--- config.mk ---
export PLATFORM = sky130hd
export DESIGN_NAME = imem_loader
export DESIGN_NICKNAME = d
export VERILOG_FILES = /design/src/rtl/imem_loader_pkg.sv /design/src/rtl/word_assembler.sv /design/src/rtl/imem_loader.sv
export SDC_FILE = /design/constraint.sdc
export NUM_CORES = 1
export LEC_CHECK = 0
export CORE_MARGIN = 5
export CORE_UTILIZATION = 50
export DETAILED_ROUTE_END_ITERATION = 8
export PLACE_DENSITY = 0.82
export SYNTH_ARGS = -nofsm -noshare
export SYNTH_HDL_FRONTEND = slang
export SYNTH_SLANG_ARGS = --single-unit
--- constraint.sdc ---
create_clock -name clk -period 2.7 [get_ports clk]
set_input_delay 0.675 -clock clk [delete_from_list [all_inputs] [get_ports clk]]
set_output_delay 0.675 -clock clk [all_outputs]
set_load 0.005 [all_outputs]
--- src/rtl/imem_loader_pkg.sv ---
// rtl/imem_loader_pkg.sv - loader state encoding and frame field widths
package imem_loader_pkg;

    localparam int LEN_W  = 16;
    localparam int BYTE_W = 8;
    localparam int WORD_W = 16;

    typedef enum logic [2:0] {
        IDLE,
        LEN_HI,
        LEN_LO,
        DATA_HI,
        DATA_LO,
        CHECK,
        DONE,
        ERR
    } loader_state_t;

endpackage

--- src/rtl/word_assembler.sv ---
// rtl/word_assembler.sv - pairs stream bytes into words and drives the imem write port
module word_assembler
    import imem_loader_pkg::*;
#(
    parameter int ADDR_W = 16
) (
    input  logic              clk,
    input  logic              reset,
    input  logic              clear,
    input  logic              load_hi,
    input  logic              load_lo,
    input  logic [BYTE_W-1:0] byte_data,
    output logic [LEN_W-1:0]  word_count,
    output logic              wr_en,
    output logic [ADDR_W-1:0] addr,
    output logic [WORD_W-1:0] wr_data
);

    logic [BYTE_W-1:0] hi_q;

    // addr/wr_data are only updated on a write so they hold between strobes
    always_ff @(posedge clk or negedge reset) begin
        if (!reset) begin
            hi_q       <= '0;
            word_count <= '0;
            wr_en      <= 1'b0;
            addr       <= '0;
            wr_data    <= '0;
        end else begin
            wr_en <= 1'b0;
            if (clear) begin
                hi_q       <= '0;
                word_count <= '0;
            end else if (load_hi) begin
                hi_q <= byte_data;
            end else if (load_lo) begin
                wr_en      <= 1'b1;
                addr       <= ADDR_W'(word_count);
                wr_data    <= {hi_q, byte_data};
                word_count <= word_count + LEN_W'(1);
            end
        end
    end

endmodule

--- src/rtl/imem_loader.sv ---
// rtl/imem_loader.sv - framed byte-stream boot loader for the instruction memory; IMEM_LOADER_CHECKSUM_EN enables the trailing XOR check
module imem_loader
    import imem_loader_pkg::*;
#(
    parameter int DEPTH  = 256,
    parameter int ADDR_W = 16
) (
    input  logic              clk,
    input  logic              reset,
    input  logic              start,
    input  logic              in_valid,
    input  logic [7:0]        in_data,
    output logic              in_ready,
    output logic              imem_wr_en,
    output logic [ADDR_W-1:0] imem_addr,
    output logic [15:0]       imem_wr_data,
    output logic              cpu_hold,
    output logic              done,
    output logic              error
);

`ifdef IMEM_LOADER_CHECKSUM_EN
    localparam loader_state_t END_ST = CHECK;
    logic [BYTE_W-1:0] csum_q;
`else
    localparam loader_state_t END_ST = DONE;
`endif

    loader_state_t     state, next_state;
    logic [BYTE_W-1:0] len_hi_q;
    logic [LEN_W-1:0]  n_q;
    logic [LEN_W-1:0]  word_count;
    logic [LEN_W-1:0]  len_in;
    logic              accept;
    logic              clear, load_hi, load_lo, len_hi_ld, len_ld;

    assign accept = in_valid && in_ready;
    assign len_in = {len_hi_q, in_data};

    always_ff @(posedge clk or negedge reset) begin
        if (!reset) begin
            state <= IDLE;
        end else begin
            state <= next_state;
        end
    end

    always_comb begin
        next_state = state;
        clear      = 1'b0;
        load_hi    = 1'b0;
        load_lo    = 1'b0;
        len_hi_ld  = 1'b0;
        len_ld     = 1'b0;
        case (state)
            IDLE, DONE, ERR: begin
                if (start) begin
                    next_state = LEN_HI;
                    clear      = 1'b1;
                end
            end
            LEN_HI: begin
                if (accept) begin
                    len_hi_ld  = 1'b1;
                    next_state = LEN_LO;
                end
            end
            LEN_LO: begin
                if (accept) begin
                    len_ld = 1'b1;
                    if (len_in > LEN_W'(DEPTH))
                        next_state = ERR;
                    else if (len_in == '0)
                        next_state = END_ST;
                    else
                        next_state = DATA_HI;
                end
            end
            DATA_HI: begin
                if (accept) begin
                    load_hi    = 1'b1;
                    next_state = DATA_LO;
                end
            end
            DATA_LO: begin
                if (accept) begin
                    load_lo    = 1'b1;
                    next_state = (word_count + LEN_W'(1) < n_q) ? DATA_HI : END_ST;
                end
            end
`ifdef IMEM_LOADER_CHECKSUM_EN
            CHECK: begin
                if (accept)
                    next_state = (in_data == csum_q) ? DONE : ERR;
            end
`endif
            default: next_state = IDLE;
        endcase
    end

    // Status outputs are registered from next_state so they track the state register exactly
    always_ff @(posedge clk or negedge reset) begin
        if (!reset) begin
            len_hi_q <= '0;
            n_q      <= '0;
            in_ready <= 1'b0;
            done     <= 1'b0;
            error    <= 1'b0;
            cpu_hold <= 1'b1;
        end else begin
            if (len_hi_ld) len_hi_q <= in_data;
            if (len_ld)    n_q      <= len_in;
            in_ready <= (next_state == LEN_HI) || (next_state == LEN_LO) ||
                        (next_state == DATA_HI) || (next_state == DATA_LO) ||
                        (next_state == CHECK);
            done     <= (next_state == DONE);
            error    <= (next_state == ERR);
            cpu_hold <= (next_state != DONE);
        end
    end

`ifdef IMEM_LOADER_CHECKSUM_EN
    always_ff @(posedge clk or negedge reset) begin
        if (!reset) begin
            csum_q <= '0;
        end else if (clear) begin
            csum_q <= '0;
        end else if (load_hi || load_lo) begin
            csum_q <= csum_q ^ in_data;
        end
    end
`endif

    word_assembler #(
        .ADDR_W(ADDR_W)
    ) u_word_assembler (
        .clk       (clk),
        .reset     (reset),
        .clear     (clear),
        .load_hi   (load_hi),
        .load_lo   (load_lo),
        .byte_data (in_data),
        .word_count(word_count),
        .wr_en     (imem_wr_en),
        .addr      (imem_addr),
        .wr_data   (imem_wr_data)
    );

endmodule

==> results.tsv, run 1 <==
stage	metric	value	unit
timing	finalHoldViolCount	0	
synthesis	yosys-top-cells-area	dfrtp_1, nand2_1, mux2_1, ha_1, nor2_1	
run	max_cap_violations	0	
placed_design	finalWeightedCongestion	0.792	
setup_path	cp.depth	12	
setup_path	cp.buffers_inverters	1	
synthesis	synthesis.area	0.00420	mm²
setup_path	cp_common_cell	nand4_1	
setup_path	cp_max_fo	4	
final_layout	num_antenna_cells	0	
synthesis	synth_fp_nets	450	
timing	timing.setup.tns	-0.0724	ns
setup_path	cp_top_family	simple AND/OR/NAND/NOR gates	
power_and_ir_drop	ir_worst_vdd	357	µV
power_and_ir_drop	p_per_area	783	mW/mm²
route	dr.pass1.iters	5	
floorplanning	start_util	51.1	%
final_layout	seq_area	0.00220	mm²
setup_path	setup.worst_path.class	reg -> reg	
timing	fmax	363	MHz
setup_path	path_cells	nand4_1 > buf_4 > nor3_4 > nand2_2 > xnor2_1 > ha_1 > nand4_1 > nor4_2 > a31oi_1 > o211ai_1 > a22oi_2 > or2_1	
grt	grt_pass1_wl	16600	µm
floorplanning	die_w	102	µm
synthesis	synth_seq_cells	88	
route	vias	3349	
route	routed_wl	9870	µm
synthesis	synth_edf_count	0	
clock_network	clkTransAtPathRegs	0.08	ns
final_layout	syn2layout_area_growth	27.7	%
run_status	violations	setup timing	
synthesis	yosys_warnings	0	
synthesis	synth_area_leader_cell	dfrtp_1	
grt	antenna_found_initial	0	
synthesis	synth_cells	422	
timing	finalSetupViolCount	2	
timing	finalCritPeriodShare	102	%
synthesis	async_flop_share	100	%
floorplanning	io_pins	49	
clock_network	clock_path_buffers	2	
grt	grt_usage	20.5	%
synthesis	synth_seq_area_share	52.5	%
power_and_ir_drop	p_leak	2.67	nW
timing	finalClockSkew	0.00551	ns
clock_network	cts_buffers	9	
clock_network	tritoncts	yes	
final_layout	n_fill_cell	636	
final_layout	fin_nets	534	
setup_path	cp_slowest_cell	dfrtp_1	
grt	grt_max_degree	68	
route	route.detailed.wl_per_inst	16.0	µm
final_layout	multi_input_area	0.00194	mm²
timing	rsz0062_at_grt	true	
timing	worst_slack	-0.0550	ns
final_layout	drive_above_1_share	17.8	%
timing	slew_headroom	33.5	%
hold_path	min_path_type	in -> async	
route	drt_iter0_drc	191	
synthesis	synth_top_area_share	51.9	%
setup_path	max_stage_delay	0.36	ns
floorplanning	row_count	33	
route	drc_errors	0	
synthesis	synth_flop_cell	dfrtp_1	
setup_path	worstPathArrival	3.04	ns
setup_path	end_kind	flip-flop	
floorplanning	fp.dieH	102	µm
grt	grt_pass1_vias	3554	
setup_path	rr_worst_depth	12	
clock_network	clk_latency	0.36	ns
timing	slew_violations	0	
clock_network	cts_sinks	88	
route	final_antenna_net_count	0	
timing	worst_slew_pin_slew	0.994	ns
floorplanning	core	0.00822	mm²
run_status	status	complete, but fails checks	
setup_path	critical_path_required	2.99	ns
placed_design	hpwlAfterDp	6640	µm
route	viasPerCell	5.44	
power_and_ir_drop	finalPower	4.19	mW
synthesis	ys_top_cells_by_count	nand2_1, dfrtp_1, nor2_1, mux2_1, ha_1	
setup_path	cp-start-kind	flip-flop	
synthesis	synth.most_common_cell	nand2_1	
clock_network	root_buffer	clkbuf_8	
clock_network	cts_hold_buf	0	
grt	grt-ovfl-total	0	
clock_network	htree_num_levels	3	
placed_design	io_buffers	48	
synthesis	avgSynthCellArea	9.94	µm²
timing	period_minus_slack	2.75	ns
floorplanning	die-area	0.0103	mm²
synthesis	synth.distinct_cells	46	
## cell families after synthesis
kind of cell    Yosys count  share of synthesized area [%]
fa+ha+maj                16                           4.77
xor+xnor                 15                           3.13
compound gates           49                           7.37
mux                      32                           8.35
flops                    88                           52.5
buf+inv                  34                           3.34
simple gates            188                           20.5
## per-stage QoR
step / hold slack [ns] / cell area [µm²] / util (%) / instances / worst slack (ns)
5_1_grt: 0.504 / 5360 / 65.2 / 616 / -0.264
3_5_place_dp: 0.461 / 5000 / 60.9 / 592 / -0.203
3_3_place_gp: 0.449 / 5000 / 60.9 / 592 / -0.0142
2_1_floorplan: 0.379 / 4200 / - / 422 / 0.0333
4_1_cts: 0.453 / 5290 / 64.3 / 612 / -0.0283
6_report: 0.419 / 5360 / 65.2 / 616 / -0.0550
## final timing paths
path / from / endpoint / slack, ns
min reg2reg: u_word_assembler.addr[14] / u_word_assembler.addr[14] / 0.48
max in group asynchronous: reset / u_word_assembler.wr_data[0] / 1.59
min in group clk: u_word_assembler.addr[14] / u_word_assembler.addr[14] / 0.48
min: reset / state[0] / 0.42
max: u_word_assembler.word_count[10] / cpu_hold / -0.05
max reg2reg: u_word_assembler.word_count[10] / cpu_hold / -0.05
## placed cells by master (no fill, tap or decap), types with 10 or more instances in the layout
cell	count
a21oi_1	10
ha_1	14
inv_1	15
nor2_1	21
buf_4	42
clkdlybuf4s50_1	47
nand2_1	122
mux2_1	18
dfrtp_1	87
o21ai_1	15
## what timing repair did
item / 4_1_cts / 5_1_grt
pin swaps: 7 / 3
gates resized for setup: 9 / 8
gates cloned: 0 / 0
buffers inserted: 4 / 4
setup endpoints to repair: 5 / 6
## cell type report
class | instances | share of cell area (%)
Clock buffer | 11 | 2.45
Clock inverter | 5 | 1.52
Inverter | 17 | 1.19
Multi-Input combinational cell | 300 | 36.2
Sequential cell | 88 | 41.1
Tap cell | 105 | 2.45
Timing Repair Buffer | 90 | 15.0
## registers in the layout (all words and copies together) (netlist names)
register,cells
u_word_assembler.word_count,16
error,1
done,1
u_word_assembler.addr,16
u_word_assembler.hi_q,8
cpu_hold,1
len_hi_q,8
u_word_assembler.wr_en,1
in_ready,1
u_word_assembler.wr_data,16
n_q,16
state,3
## layer usage
layer  vias up  track usage [%]  part of all wire, %
met5         -                0                    0
met4         0             9.82                  2.8
met3        31             3.65                  5.1
met2       126             32.6                   48
met1      1613             27.3                   44
li1       1579                -                    -
## power by group
part           leakage (nW)  switching (mW)  total (mW)  internal, mW
Clock                 0.104           0.465       0.987         0.522
Combinational          1.41           0.642        1.28         0.641
Sequential             1.16           0.265        1.93          1.66
Power figures use the tool's default switching activity.
==> run 2, diff against run 1 <==
Settings changed: GPL_TIMING_DRIVEN set to 0.
==> run 2 against run 1 <==
The run now ends clean. Core utilization decreased by 0.99 points. Die area unchanged. Register-to-register slack improved by 0.06 ns. Design area decreased by 1.5%. Non-clock buffer count decreased by 8. Combinational power about the same. Critical path type unchanged. Largest cell class unchanged. Largest power group unchanged.
==> results.tsv, run 2 (same netlist as run 1, synthesis figures left out) <==
stage	metric	value	unit	change
setup_path	cp_slowest_cell	dfrtp_2		
final_layout	seq_area	0.00221	mm²	+0.34%
setup_path	setup.worst_path.class	reg -> reg		
final_layout	syn2layout_area_growth	25.8	%	
timing	slew_violations	0		unchanged
clock_network	clock_path_buffers	2		unchanged
floorplanning	io_pins	49		unchanged
clock_network	htree_num_levels	3		unchanged
route	final_antenna_net_count	0		unchanged
grt	grt_pass1_wl	16800	µm	+1.3%
power_and_ir_drop	p_leak	2.59	nW	-2.8%
grt	use_met1	28.2	%	+0.91 points
timing	finalClockSkew	0.00898	ns	+0.00347 ns
grt	met2_usage	33.0	%	+0.35 points
grt	use_met3	5.10	%	+1.4 points
floorplanning	die_w	102	µm	unchanged
timing	period_minus_slack	2.70	ns	-0.0552 ns
floorplanning	die-area	0.0103	mm²	unchanged
setup_path	end_kind	flip-flop		
final_layout	n_fill_cell	675		+6.1%
timing	rsz0062_at_grt	true		
placed_design	finalWeightedCongestion	0.836		+5.6%
clock_network	cts_sinks	88		unchanged
route	route.detailed.wl_per_inst	16.4	µm	+2.2%
final_layout	final_cell_mix	nand2_1, dfrtp_1, clkdlybuf4s50_1		
grt	grt_max_degree	59		-13%
setup_path	cp-start-kind	flip-flop		
floorplanning	core	0.00822	mm²	unchanged
clock_network	clkTransAtPathRegs	0.09	ns	about the same
final_layout	multi_input_area	0.00198	mm²	+2.2%
grt	grt_usage	21.1	%	+0.53 points
route	drt_iter0_drc	206		+7.9%
route	drc_errors	0		unchanged
final_layout	num_antenna_cells	0		unchanged
setup_path	cp_max_fo	4		unchanged
final_layout	drive_above_1_share	16.3	%	-1.5 points
power_and_ir_drop	p_per_area	773	mW/mm²	-1.3%
route	viasPerCell	5.40		-0.68%
grt	grt_pass1_vias	3485		-1.9%
floorplanning	row_count	33		unchanged
setup_path	critical_path_required	2.99	ns	about the same
clock_network	tritoncts	yes		
clock_network	cts_buffers	9		unchanged
clock_network	root_buffer	clkbuf_8		
route	vias	3283		-2.0%
final_layout	mostFrequentLayoutCell	nand2_1		
final_layout	fin_nets	526		-1.5%
grt	grt-ovfl-total	0		unchanged
timing	worst_slew_pin_slew	0.654	ns	-0.340 ns
power_and_ir_drop	finalPower	4.08	mW	-2.8%
floorplanning	fp.dieH	102	µm	unchanged
setup_path	cp.buffers_inverters	0		-1
setup_path	rr_worst_depth	13		+1
route	routed_wl	9960	µm	+0.92%
timing	fmax	370	MHz	+2.0%
clock_network	clk_latency	0.37	ns	about the same
power_and_ir_drop	ir_worst_vdd	420	µV	+18%
timing	worst_hold_slack	0.238	ns	-0.181 ns
hold_path	min_path_type	in -> async		
timing	finalHoldViolCount	0		unchanged
grt	antenna_found_initial	0		unchanged
setup_path	cp.depth	13		+1
setup_path	path_cells	ha_4 > nand3_4 > nor2_4 > and2_4 > and3_4 > xor2_2 > ha_1 > nand4_1 > nor4_1 > a31oi_1 > o211ai_1 > a22oi_2 > or2_1		
timing	finalSetupViolCount	0		-2
setup_path	cp_top_family	simple AND/OR/NAND/NOR gates		
run_status	status	finished clean		
run	max_cap_violations	0		unchanged
timing	finalCritPeriodShare	100	%	-2.0 points
floorplanning	start_util	51.1	%	unchanged
setup_path	worstPathArrival	2.99	ns	-0.05 ns
route	dr.pass1.iters	4		-1
timing	slew_headroom	56.4	%	+23 points
placed_design	hpwlAfterDp	6810	µm	+2.7%
placed_design	io_buffers	48		unchanged
grt	grt.busiest_layer	met2		
setup_path	max_stage_delay	0.46	ns	+0.10 ns
[run 2: power by group]
part           internal [mW]  switching [mW]  total, mW
clock network          0.429           0.464      0.892
logic                  0.623           0.671       1.29
registers               1.66           0.231       1.89
total                   2.71            1.37       4.08
[run 2: stage by stage]
stage | cells | setup TNS [ns] | area [µm²] | utilization [%] | worst slack, ns
CTS | 607 | 0 | 5230 | 63.7 | 0.000334
finish | 608 | 0 | 5280 | 64.2 | 0.000198
global route | 608 | -0.662 | 5280 | 64.2 | -0.159
global placement | 575 | -184.43 | 4810 | 58.6 | -2.10
detailed placement | 576 | -1.91 | 4840 | 58.9 | -0.450
floorplan | 422 | 0 | 4200 | - | 0.0333
[run 2: layout make-up]
type | count | share of cell area [%]
clock buffer | 13 | 2.63
clock inverter | 3 | 0.806
tap | 105 | 2.49
sequential | 88 | 41.9
buffer | 16 | 1.38
timing repair buffer | 66 | 12.0
multi-input combinational | 300 | 37.6
inverter | 17 | 1.21
[run 2: metal layers]
layer  share of wire [%]  vias to the layer above
li1                    -                     1559
met1                  45                     1623
met2                  48                       84
met3                 5.0                       17
met4                 2.2                        0
met5                   0                        -
[run 2: path summary, 6_finish.rpt]
path,slack [ns],start,end
hold reg to reg,0.48,u_word_assembler.addr[9],u_word_assembler.addr[9]
min in group clk,0.48,u_word_assembler.addr[9],u_word_assembler.addr[9]
setup reg to reg,0.0002,u_word_assembler.word_count[1],cpu_hold
max in group asynchronous,1.84,reset,u_word_assembler.word_count[0]
setup / recovery,0.0002,u_word_assembler.word_count[1],cpu_hold
hold / removal,0.24,reset,done
[run 2: worst register-to-register path: cells and delay by family (launching register included)]
| kind | cells | cell delay (ns) |
|---|---|---|
| XOR/XNOR | 1 | 0.16 |
| flip-flops | 1 | 0.46 |
| adder cells (fa/ha/maj) | 2 | 0.49 |
| AND/OR/NAND/NOR | 7 | 1.11 |
| AO/OA/AOI/OAI | 3 | 0.42 |
[run 2: timing repair]
item / 4_1_cts / 5_1_grt
gates resized for setup: 22 / 6
setup endpoints to repair: 6 / 6
setup buffers: 16 / 1
pin swaps: 14 / 11
hold buffers: 0 / 0
